===== src/rtl/viterbi_frame_ctrl.sv =====
// viterbi_frame_ctrl
// Frame sequencer for the convolutional encoder / channel / Viterbi decoder
// loop. It pulls FRAME_LEN payload bits from a bit source and drives them into
// the encoder. It then appends TAIL_LEN zero bits to flush the trellis. Each
// encoder input is delayed by DEC_LAT clocks so it lines up with the matching
// decoded bit. The decoded payload bits are compared against that delayed copy,
// and a per-frame error count is reported together with a done pulse.
//
// Optional build macro: VIT_CTRL_RUNSTAT_EN
//   defined   - tracks the longest run of consecutive mismatches on max_run_o
//   undefined - max_run_o is tied to zero and no run logic exists
//
// Handshake: start_i is a request sampled only in IDLE. It is not queued.
// Asserting start_i while busy_o=1, including in the DONE cycle, has no effect.
// src_req_o=1 means src_bit_i is consumed at the end of this cycle. The source
// cannot stall. cap_valid_o=1 means dec_bit_i carries a decoded payload bit in
// this cycle. done_o is a single-cycle pulse, and err_ct_o / max_run_o are
// stable from that pulse until the next accepted start.
// state_dbg_o exposes the FSM state for checkers:
//   0 = IDLE, 1 = SEND, 2 = TAIL, 3 = DRAIN, 4 = DONE.

module viterbi_frame_ctrl #(
    parameter int FRAME_LEN = 256,
    parameter int TAIL_LEN  = 2,
    parameter int DEC_LAT   = 16,
    parameter int CW        = 16
) (
    input  logic          clk,
    input  logic          rst,
    input  logic          start_i,
    output logic          busy_o,
    output logic          src_req_o,
    input  logic          src_bit_i,
    output logic          enc_en_o,
    output logic          enc_bit_o,
    input  logic          dec_bit_i,
    output logic          cap_valid_o,
    output logic          cap_bit_o,
    output logic          done_o,
    output logic [CW-1:0] err_ct_o,
    output logic [7:0]    max_run_o,
    output logic [2:0]    state_dbg_o
);

    localparam int FW = $clog2(FRAME_LEN + 1);
    localparam int TW = (TAIL_LEN > 0) ? $clog2(TAIL_LEN + 1) : 1;

    localparam logic [FW-1:0] FRAME_LAST = FW'(FRAME_LEN - 1);
    localparam logic [FW-1:0] FRAME_FULL = FW'(FRAME_LEN);
    localparam logic [TW-1:0] TAIL_LAST  = TW'((TAIL_LEN > 0) ? TAIL_LEN - 1 : 0);

    typedef enum logic [2:0] {
        S_IDLE  = 3'd0,
        S_SEND  = 3'd1,
        S_TAIL  = 3'd2,
        S_DRAIN = 3'd3,
        S_DONE  = 3'd4
    } state_t;

    state_t state, state_nxt;

    logic          start_acc;
    logic [FW-1:0] send_cnt;
    logic [TW-1:0] tail_cnt;
    logic [FW-1:0] cap_cnt;
    logic          cap_last;
    logic          enc_pay;
    logic [DEC_LAT-1:0] dly_tag;
    logic [DEC_LAT-1:0] dly_bit;
    logic          ref_bit;
    logic          mismatch;
    logic [CW-1:0] err_q;

    // Delayed reference bit and compare result for the current capture slot
    assign ref_bit  = dly_bit[DEC_LAT-1];
    assign mismatch = cap_valid_o & (dec_bit_i ^ ref_bit);

    // Frame is fully captured either already, or by the capture in this cycle.
    // The second term gives done_o exactly one cycle after the last capture.
    assign cap_last = (cap_cnt == FRAME_FULL) ||
                      (cap_valid_o && (cap_cnt == FRAME_LAST));

    // State register
    always_ff @(posedge clk) begin
        if (rst) begin
            state <= S_IDLE;
        end else begin
            state <= state_nxt;
        end
    end

    // Next-state logic and start acceptance
    always_comb begin
        state_nxt = state;
        start_acc = 1'b0;
        case (state)
            S_IDLE: begin
                if (start_i) begin
                    state_nxt = S_SEND;
                    start_acc = 1'b1;
                end
            end
            S_SEND: begin
                if (send_cnt == FRAME_LAST) begin
                    state_nxt = (TAIL_LEN == 0) ? S_DRAIN : S_TAIL;
                end
            end
            S_TAIL: begin
                if (tail_cnt == TAIL_LAST) begin
                    state_nxt = S_DRAIN;
                end
            end
            S_DRAIN: begin
                if (cap_last) begin
                    state_nxt = S_DONE;
                end
            end
            S_DONE: begin
                state_nxt = S_IDLE;
            end
            default: begin
                state_nxt = S_IDLE;
            end
        endcase
    end

    // State-decoded outputs and capture outputs
    always_comb begin
        busy_o      = (state != S_IDLE);
        src_req_o   = (state == S_SEND);
        done_o      = (state == S_DONE);
        cap_valid_o = dly_tag[DEC_LAT-1];
        cap_bit_o   = dec_bit_i & dly_tag[DEC_LAT-1];
        state_dbg_o = state;
    end

    // Encoder drive: payload in SEND, zeros with enable in TAIL, idle otherwise
    always_ff @(posedge clk) begin
        if (rst) begin
            enc_en_o  <= 1'b0;
            enc_bit_o <= 1'b0;
            enc_pay   <= 1'b0;
        end else begin
            case (state)
                S_SEND: begin
                    enc_en_o  <= 1'b1;
                    enc_bit_o <= src_bit_i;
                    enc_pay   <= 1'b1;
                end
                S_TAIL: begin
                    enc_en_o  <= 1'b1;
                    enc_bit_o <= 1'b0;
                    enc_pay   <= 1'b0;
                end
                default: begin
                    enc_en_o  <= 1'b0;
                    enc_bit_o <= 1'b0;
                    enc_pay   <= 1'b0;
                end
            endcase
        end
    end

    // Reference delay line: tag marks payload bits, so tail bits are never captured
    always_ff @(posedge clk) begin
        if (rst) begin
            dly_tag <= '0;
            dly_bit <= '0;
        end else begin
            dly_tag[0] <= enc_en_o & enc_pay;
            dly_bit[0] <= enc_bit_o;
            for (int i = 1; i < DEC_LAT; i++) begin
                dly_tag[i] <= dly_tag[i-1];
                dly_bit[i] <= dly_bit[i-1];
            end
        end
    end

    // Send, tail and capture counters, cleared when a frame starts
    always_ff @(posedge clk) begin
        if (rst || start_acc) begin
            send_cnt <= '0;
            tail_cnt <= '0;
            cap_cnt  <= '0;
        end else begin
            if (state == S_SEND) begin
                send_cnt <= send_cnt + 1'b1;
            end
            if (state == S_TAIL) begin
                tail_cnt <= tail_cnt + 1'b1;
            end
            if (cap_valid_o && (cap_cnt != FRAME_FULL)) begin
                cap_cnt <= cap_cnt + 1'b1;
            end
        end
    end

    // Saturating bit-error counter, held between frames
    always_ff @(posedge clk) begin
        if (rst || start_acc) begin
            err_q <= '0;
        end else if (mismatch && (err_q != {CW{1'b1}})) begin
            err_q <= err_q + 1'b1;
        end
    end

    assign err_ct_o = err_q;

`ifdef VIT_CTRL_RUNSTAT_EN
    logic [7:0] run_q;
    logic [7:0] run_nxt;
    logic [7:0] max_q;

    // Current mismatch run after this cycle's capture
    always_comb begin
        run_nxt = run_q;
        if (mismatch) begin
            run_nxt = (run_q == 8'hFF) ? run_q : run_q + 8'd1;
        end else if (cap_valid_o) begin
            run_nxt = 8'd0;
        end
    end

    // Run tracker and longest-run register, cleared when a frame starts
    always_ff @(posedge clk) begin
        if (rst || start_acc) begin
            run_q <= 8'd0;
            max_q <= 8'd0;
        end else if (cap_valid_o) begin
            run_q <= run_nxt;
            if (run_nxt > max_q) begin
                max_q <= run_nxt;
            end
        end
    end

    assign max_run_o = max_q;
`else
    assign max_run_o = 8'd0;
`endif

endmodule


===== config.mk =====
export PLATFORM = sky130hd
export DESIGN_NAME = viterbi_frame_ctrl
export DESIGN_NICKNAME = d
export VERILOG_FILES = /design/src/rtl/viterbi_frame_ctrl.sv
export SDC_FILE = /design/constraint.sdc
export NUM_CORES = 1
export LEC_CHECK = 0
export ABC_AREA = 0
export CAP_MARGIN = 10
export CELL_PAD_IN_SITES_DETAIL_PLACEMENT = 0
export CELL_PAD_IN_SITES_GLOBAL_PLACEMENT = 1
export CORE_MARGIN = 8
export CORE_UTILIZATION = 35
export CTS_CLUSTER_DIAMETER = 40
export CTS_CLUSTER_SIZE = 10
export DETAILED_ROUTE_END_ITERATION = 8
export GPL_TIMING_DRIVEN = 0
export PLACE_DENSITY = 0.77
export SYNTH_ARGS = -nofsm -noshare
export SYNTH_HDL_FRONTEND = slang
export SYNTH_SLANG_ARGS = --single-unit

===== constraint.sdc =====
create_clock -name clk -period 2.5 [get_ports clk]
set_clock_uncertainty 0.1 [all_clocks]
set_input_delay 0.25 -clock clk [delete_from_list [all_inputs] [get_ports clk]]
set_output_delay 0.25 -clock clk [all_outputs]
set_load 0.02 [all_outputs]

==> impl_metrics.xml, run 1 <==
<?xml version="1.0" encoding="UTF-8"?>
<metrics>
  <group name="route">
    <metric name="post_dr_wirelength_cell" unit="um">12.9</metric>
    <metric name="route.layer.met1.wl" unit="um">3070</metric>
    <metric name="maxUsedRoutingLayer" unit="">met4</metric>
    <metric name="met3WireLength" unit="um">536</metric>
    <metric name="route.met2.wl" unit="um">2540</metric>
    <metric name="residual_antenna_violating_net_count_after_detailed_routing" unit="">0</metric>
    <metric name="routed_via_density" unit="">4.93</metric>
    <metric name="detail_route.drc_violations" unit="">0</metric>
    <metric name="detailroute.via_count" unit="">2388</metric>
    <metric name="drtIter0Drc" unit="">82</metric>
    <metric name="firstDrtPassIters" unit="">4</metric>
    <metric name="drt-total-wl" unit="um">6240</metric>
  </group>
  <group name="clock_tree">
    <metric name="numCtsBuffers" unit="">9</metric>
    <metric name="clk_root_buffer_cell" unit="">clkbuf_8</metric>
    <metric name="clk-insertion-delay-late" unit="ns">0.34</metric>
    <metric name="cts.path.max_buffers" unit="">2</metric>
    <metric name="htree_levels" unit="">3</metric>
    <metric name="cts.hold.buffers_added" unit="">0</metric>
    <metric name="cts_tree" unit="">yes</metric>
    <metric name="cts.clk_slew.worst_paths" unit="ns">0.08</metric>
    <metric name="clock-sinks" unit="">74</metric>
  </group>
  <group name="yosys">
    <metric name="synth_top_flop_cell" unit="">dfxtp_1</metric>
    <metric name="synth-edff-count" unit="">0</metric>
    <metric name="async_flop_share" unit="%">0</metric>
    <metric name="most_instantiated_library_cell_after_synthesis" unit="">dfxtp_1</metric>
    <metric name="synth.yosys.seq_area_share" unit="%">47.8</metric>
    <metric name="synth_seq_cells" unit="">74</metric>
    <metric name="synth_top_area_share" unit="%">47.8</metric>
    <metric name="post_synth_inst_count" unit="">323</metric>
    <metric name="ys_warn_count" unit="">0</metric>
    <metric name="synth_top_area_cell" unit="">dfxtp_1</metric>
    <metric name="syn-mean-instance-area" unit="um2">9.60</metric>
    <metric name="summed_instance_area_of_the_synthesized_netlist" unit="mm2">0.00310</metric>
    <metric name="synth.lib_cells_used.distinct" unit="">49</metric>
    <metric name="top_cells_by_instance_count_after_synthesis" unit="">74 x dfxtp_1, 31 x nor2b_1, 25 x nor2_1, 17 x nand2_1, 14 x a21oi_1</metric>
    <metric name="synthTopCellsByArea" unit="">dfxtp_1 48%, nor2b_1 6.3%, nor2_1 3.0%</metric>
  </group>
  <group name="sta">
    <metric name="final.setup.tns" unit="ns">0</metric>
    <metric name="report.final.slew_viol_count" unit="">0</metric>
    <metric name="timing.final.hold_violations" unit="">0</metric>
    <metric name="fmax" unit="GHz">0.449</metric>
    <metric name="fin_ws" unit="ns">0.271</metric>
    <metric name="tightest_slew" unit="ns">0.529</metric>
    <metric name="finalSetupViolCount" unit="">0</metric>
    <metric name="rsz0062_at_grt" unit="">no</metric>
    <metric name="finalCriticalPeriod" unit="ns">2.23</metric>
    <metric name="timing.hold.ws" unit="ns">0.316</metric>
    <metric name="final_min_period_over_clock_period" unit="%">89.2</metric>
    <metric name="slew-limit-headroom" unit="%">64.5</metric>
  </group>
  <group name="worst_hold_path">
    <metric name="hold-path-endpoint" unit="">dly_tag[0]</metric>
    <metric name="worst_hold_check_path_type" unit="">reg -&gt; reg</metric>
    <metric name="whs_path_depth" unit="">2</metric>
    <metric name="hold_path.startpoint" unit="">enc_pay</metric>
  </group>
  <group name="critical_path">
    <metric name="worstPathMaxFanout" unit="">10</metric>
    <metric name="worst-endpoint-arrival" unit="ns">1.88</metric>
    <metric name="r2r_setup_slk" unit="ns">0.52</metric>
    <metric name="worstSetupPathType" unit="">reg -&gt; out</metric>
    <metric name="regToRegStartpoint" unit="">err_ct_o[0]</metric>
    <metric name="max_stage_delay" unit="ns">0.60</metric>
    <metric name="crit_path_start_kind" unit="">register</metric>
    <metric name="endpoint_of_the_lowest_slack_register_to_register_path" unit="">err_ct_o[9]</metric>
    <metric name="timing.critical_path.to_type" unit="">output port</metric>
    <metric name="chain_of_cells_forming_the_critical_path" unit="">clkbuf_2 -&gt; and2_1 -&gt; clkdlybuf4s50_1</metric>
    <metric name="crit_slowest_cell" unit="">clkdlybuf4s50_1</metric>
    <metric name="required" unit="ns">2.15</metric>
    <metric name="reg2regPathDepth" unit="">5</metric>
  </group>
  <group name="floorplanning">
    <metric name="die_width" unit="um">110</metric>
    <metric name="die_height" unit="um">110</metric>
    <metric name="die_area" unit="mm2">0.0121</metric>
    <metric name="boundaryPins" unit="">39</metric>
    <metric name="placeableCoreArea" unit="mm2">0.00868</metric>
    <metric name="floorplan.initialDensity" unit="%">35.7</metric>
    <metric name="core.rowCount" unit="">34</metric>
  </group>
  <group name="final_layout">
    <metric name="nets" unit="">383</metric>
    <metric name="multi_input_comb_area" unit="mm2">0.00147</metric>
    <metric name="n_antenna_cell" unit="">0</metric>
    <metric name="ff_latch_area" unit="mm2">0.00148</metric>
    <metric name="layout-area-overhead-vs-synth" unit="%">21.6</metric>
    <metric name="drive_above_1_share" unit="%">12.2</metric>
    <metric name="fillers" unit="">870</metric>
    <metric name="post-route-util" unit="%">43.5</metric>
  </group>
  <group name="pwr">
    <metric name="power_density_over_cell_area" unit="mW/mm2">598</metric>
    <metric name="total_power" unit="mW">2.25</metric>
    <metric name="max-vdd-ir-drop" unit="mV">0.309</metric>
    <metric name="p_leak" unit="nW">1.36</metric>
  </group>
  <group name="status">
    <metric name="status" unit="">complete, no violations</metric>
  </group>
  <group name="job">
    <metric name="cap_violations" unit="">0</metric>
  </group>
  <group name="global_routing">
    <metric name="first_pass_grt_wire_length" unit="um">10600</metric>
    <metric name="gr-total-overflow" unit="">0</metric>
    <metric name="grt_max_degree" unit="">15</metric>
    <metric name="number_of_global_route_vias_before_repair" unit="">2207</metric>
    <metric name="antenna_violations_before_repair" unit="">0</metric>
    <metric name="grt_use_total" unit="%">11.0</metric>
  </group>
  <group name="placement">
    <metric name="port_buffers" unit="">30</metric>
    <metric name="hpwlAfterDp" unit="um">4530</metric>
    <metric name="dpl_worst_slack" unit="ns">0.304</metric>
    <metric name="gp_congestion" unit="">0.848</metric>
  </group>
</metrics>
## flip-flops by register name, summed over array words and instances, names as in the netlist
register,flops
send_cnt,9
cap_cnt,9
enc_pay,1
err_ct_o,16
enc_bit_o,1
dly_bit,16
tail_cnt,2
dly_tag,16
state_dbg_o,3
enc_en_o,1
## cells in the final DEF (no fill, tap or decap), types with 5 or more instances in the layout
cell / instances
o31ai_1: 7
and2_1: 6
ha_1: 7
xor2_1: 10
nand3_1: 11
nor3_1: 8
clkdlybuf4s50_1: 29
dfxtp_1: 74
or4_1: 9
nand4_1: 11
clkbuf_1: 5
nor2b_1: 31
xnor2_1: 6
or3_1: 6
inv_1: 8
nand2_1: 17
a21oi_1: 14
buf_4: 10
mux2i_1: 5
nor2_1: 25
conb_1: 8
buf_2: 6
clkbuf_8: 10
## worst max-delay path, delay by kind of cell, from the launching register on
| family | cells | cell delay [ns] |
|---|---|---|
| buf+inv | 2 | 0.89 |
| flops | 1 | 0.48 |
| simple gates | 1 | 0.17 |
## routing by layer
layer  vias up  global-route usage (%)
met1      1104                    13.9
met5         -                       0
met3        10                    4.77
met4         0                    4.09
met2        55                    16.3
li1       1219                       -
## power breakdown
group / switching, mW / total (mW) / internal (mW)
Sequential: 0.00354 / 1.19 / 1.18
Clock: 0.463 / 0.962 / 0.499
Combinational: 0.0632 / 0.104 / 0.0411
Total: 0.530 / 2.25 / 1.72
## how the worst max path moves through the flow
stage | from | slack [ns] | end
floorplan | err_ct_o[0] | 0.61 | err_ct_o[11]
global placement | dec_bit_i | 0.31 | err_ct_o[11]
detailed placement | dec_bit_i | 0.30 | err_ct_o[11]
CTS | dly_tag[15] | 0.09 | cap_bit_o
global route | dly_tag[15] | 0.15 | cap_bit_o
finish | dly_tag[15] | 0.27 | cap_bit_o
## through the flow
step           area (um2)  cells
2_1_floorplan        3130    330
3_3_place_gp         3560    468
3_5_place_dp         3560    468
4_1_cts              3770    484
5_1_grt              3770    484
6_report             3770    484
## what timing repair did
| action | in CTS | in global routing |
|---|---|---|
| buffers inserted | 0 | 0 |
| gates resized for setup | 1 | 2 |
| endpoints found under the setup margin | 1 | 1 |
## logic make-up (layout without fill, tap and decap cells)
kind of cell,Yosys count,after routing,share of synthesized area (%)
simple gates,146,146,28.2
flops,74,74,47.8
compound gates,41,41,9.00
buf+inv,32,78,5.57
xor+xnor,16,16,4.52
fa+ha+maj,7,7,2.82
mux,6,6,1.98
other cells,1,8,0.121
## layout make-up
type,count,share of cell area (%)
Timing Repair Buffer,30,7.93
Sequential cell,74,39.3
Tap cell,108,3.58
Clock buffer,10,3.65
Inverter,9,0.896
Multi-Input combinational cell,224,39.1
Clock inverter,6,1.89
Buffer,23,3.71
No activity file was read; power rests on OpenSTA's default activity.
==> run 2, diff against run 1 <==
--- a/config.mk
+++ b/config.mk
@@ -14,8 +14,9 @@
 export CTS_CLUSTER_DIAMETER = 40
 export CTS_CLUSTER_SIZE = 10
 export DETAILED_ROUTE_END_ITERATION = 8
+export DONT_BUFFER_PORTS = 1
 export GPL_TIMING_DRIVEN = 0
-export PLACE_DENSITY = 0.77
+export PLACE_DENSITY = 0.7
 export SYNTH_ARGS = -nofsm -noshare
 export SYNTH_HDL_FRONTEND = slang
 export SYNTH_SLANG_ARGS = --single-unit
==> run 2 against run 1 <==
Non-clock buffer count is 28 lower. Register-to-register slack worse by 0.21 ns. Via count is 3.8% lower. Sequential power hardly changed. Combinational power is 15% lower. Setup slack better by 0.040 ns. Sequential cell count stayed put. Largest power group unchanged. Highest routed layer unchanged.
==> impl_metrics.xml, run 2 (same netlist as run 1, synthesis figures left out) <==
<?xml version="1.0" encoding="UTF-8"?>
<metrics>
  <group name="status">
    <metric name="status" unit="">complete, no violations</metric>
  </group>
  <group name="placement">
    <metric name="gp_congestion" unit="">0.791</metric>
    <metric name="hpwlAfterDp" unit="um">4520</metric>
    <metric name="port_buffers" unit="">0</metric>
    <metric name="dpl_worst_slack" unit="ns">0.326</metric>
  </group>
  <group name="pwr">
    <metric name="max-vdd-ir-drop" unit="mV">0.348</metric>
    <metric name="p_leak" unit="nW">1.27</metric>
    <metric name="power_density_over_cell_area" unit="mW/mm2">645</metric>
  </group>
  <group name="route">
    <metric name="drt-total-wl" unit="um">6320</metric>
    <metric name="residual_antenna_violating_net_count_after_detailed_routing" unit="">0</metric>
    <metric name="met3WireLength" unit="um">628</metric>
    <metric name="firstDrtPassIters" unit="">4</metric>
    <metric name="post_dr_wirelength_cell" unit="um">13.9</metric>
    <metric name="detail_route.drc_violations" unit="">0</metric>
    <metric name="maxUsedRoutingLayer" unit="">met4</metric>
    <metric name="routed_via_density" unit="">5.04</metric>
    <metric name="route.met2.wl" unit="um">2700</metric>
    <metric name="detailroute.via_count" unit="">2297</metric>
    <metric name="route.layer.met1.wl" unit="um">2890</metric>
    <metric name="drtIter0Drc" unit="">72</metric>
  </group>
  <group name="final_layout">
    <metric name="n_antenna_cell" unit="">0</metric>
    <metric name="nets" unit="">355</metric>
    <metric name="drive_above_1_share" unit="%">12.9</metric>
    <metric name="fillers" unit="">896</metric>
    <metric name="most-common-layout-cells" unit="">74 x dfxtp_1, 31 x nor2b_1, 25 x nor2_1, 17 x nand2_1, 14 x a21oi_1</metric>
    <metric name="post-route-util" unit="%">40.3</metric>
    <metric name="layout-area-overhead-vs-synth" unit="%">12.6</metric>
    <metric name="mostFrequentLayoutCell" unit="">dfxtp_1</metric>
  </group>
  <group name="worst_hold_path">
    <metric name="worst_hold_check_path_type" unit="">in -&gt; reg</metric>
  </group>
  <group name="sta">
    <metric name="report.final.slew_viol_count" unit="">0</metric>
    <metric name="finalSetupViolCount" unit="">0</metric>
    <metric name="final.setup.tns" unit="ns">0</metric>
    <metric name="fmax" unit="GHz">0.457</metric>
    <metric name="rsz0062_at_grt" unit="">no</metric>
    <metric name="final_min_period_over_clock_period" unit="%">87.6</metric>
    <metric name="tightest_slew" unit="ns">0.706</metric>
    <metric name="finalCriticalPeriod" unit="ns">2.19</metric>
    <metric name="fin_ws" unit="ns">0.310</metric>
    <metric name="timing.final.hold_violations" unit="">0</metric>
    <metric name="slew-limit-headroom" unit="%">52.9</metric>
  </group>
  <group name="critical_path">
    <metric name="worst-endpoint-arrival" unit="ns">2.37</metric>
    <metric name="worstPathMaxFanout" unit="">10</metric>
    <metric name="worstSetupPathType" unit="">reg -&gt; reg</metric>
    <metric name="timing.critical_path.to_type" unit="">register</metric>
    <metric name="crit_path_start_kind" unit="">register</metric>
    <metric name="required" unit="ns">2.68</metric>
  </group>
  <group name="floorplanning">
    <metric name="core.rowCount" unit="">34</metric>
    <metric name="placeableCoreArea" unit="mm2">0.00868</metric>
    <metric name="die_width" unit="um">110</metric>
    <metric name="floorplan.initialDensity" unit="%">35.7</metric>
    <metric name="boundaryPins" unit="">39</metric>
    <metric name="die_height" unit="um">110</metric>
    <metric name="die_area" unit="mm2">0.0121</metric>
  </group>
  <group name="global_routing">
    <metric name="first_pass_grt_wire_length" unit="um">10700</metric>
    <metric name="antenna_violations_before_repair" unit="">0</metric>
    <metric name="grt_max_degree" unit="">16</metric>
    <metric name="gr-total-overflow" unit="">0</metric>
    <metric name="grt_use_total" unit="%">11.2</metric>
    <metric name="number_of_global_route_vias_before_repair" unit="">2191</metric>
  </group>
  <group name="clock_tree">
    <metric name="clk_root_buffer_cell" unit="">clkbuf_8</metric>
    <metric name="clk-insertion-delay-late" unit="ns">0.34</metric>
    <metric name="postCtsSetupRepairBufs" unit="">0</metric>
    <metric name="cts.path.max_buffers" unit="">2</metric>
    <metric name="htree_levels" unit="">3</metric>
    <metric name="cts.clk_slew.worst_paths" unit="ns">0.09</metric>
    <metric name="clock-sinks" unit="">74</metric>
    <metric name="post_cts_resized" unit="">0</metric>
    <metric name="numCtsBuffers" unit="">9</metric>
    <metric name="cts_tree" unit="">yes</metric>
  </group>
  <group name="job">
    <metric name="cap_violations" unit="">0</metric>
  </group>
</metrics>
run 2: changes by cell type in the layout (fill, tap and decap cells not counted):
| cell | delta |
|---|---|
| clkinv_4 | +2 |
| clkdlybuf4s50_1 | -29 |
| clkbuf_8 | -1 |
| clkbuf_2 | -1 |
| inv_6 | -2 |
| clkinvlp_4 | -1 |
| clkbuf_1 | +1 |
| dlygate4sd2_1 | -1 |
| inv_8 | +2 |
| dlygate4sd3_1 | +2 |
run 2: stage by stage:
step	cells	hold slack [ns]	instance area (um2)	total power, mW
global route	456	0.183	3490	2.35
floorplan	330	0.272	3130	1.29
finish	456	0.187	3490	2.25
CTS	456	0.170	3490	2.30
detailed placement	438	0.276	3260	1.31
global placement	438	0.275	3260	1.31
run 2: path summary, 6_finish.rpt:
check                           slack (ns)         from     endpoint  cells past startpoint
worst max-delay path                  0.31  err_ct_o[0]  err_ct_o[1]                      6
worst min-delay path                  0.19          rst   dly_bit[0]                      2
worst max register to register        0.31  err_ct_o[0]  err_ct_o[1]                      6
worst min register to register        0.32      enc_pay   dly_tag[0]                      2
run 2: report_power, final:
group / internal [mW] / leakage, nW / switching (mW)
registers: 1.18 / 0.597 / 0.00753
logic: 0.0306 / 0.565 / 0.0574
clock network: 0.482 / 0.104 / 0.490
total: 1.70 / 1.27 / 0.555
run 2: per-layer routing:
| metal | global-route usage (%) | vias to the layer above |
|---|---|---|
| met3 | 4.83 | 9 |
| met4 | 5.42 | 0 |
| met5 | 0 | - |
| met1 | 13.3 | 1063 |
| li1 | - | 1166 |
| met2 | 17.2 | 59 |
run 2: worst max-delay path: stages, from the launching register on:
cell     delay [ns]
dfxtp_1        0.53
ha_1           0.39
nand4_1        0.22
nor4_4         0.40
buf_4          0.24
o21ai_0        0.09
a21oi_1        0.15
run 2: what timing repair did:
item	4_1_cts	5_1_grt
hold endpoints to repair	4	0
endpoints found under the setup margin	0	0
hold buffers	2	0
run 2: final cells by class:
type	instances	area, um2	share of cell area (%)
buffer	23	139	3.98
clock buffer	9	124	3.55
clock inverter	7	86.3	2.47
inverter	9	33.8	0.967
multi-input combinational	224	1470	42.2
sequential	74	1480	42.4
tap	108	135	3.87
timing repair buffer	2	20.0	0.573
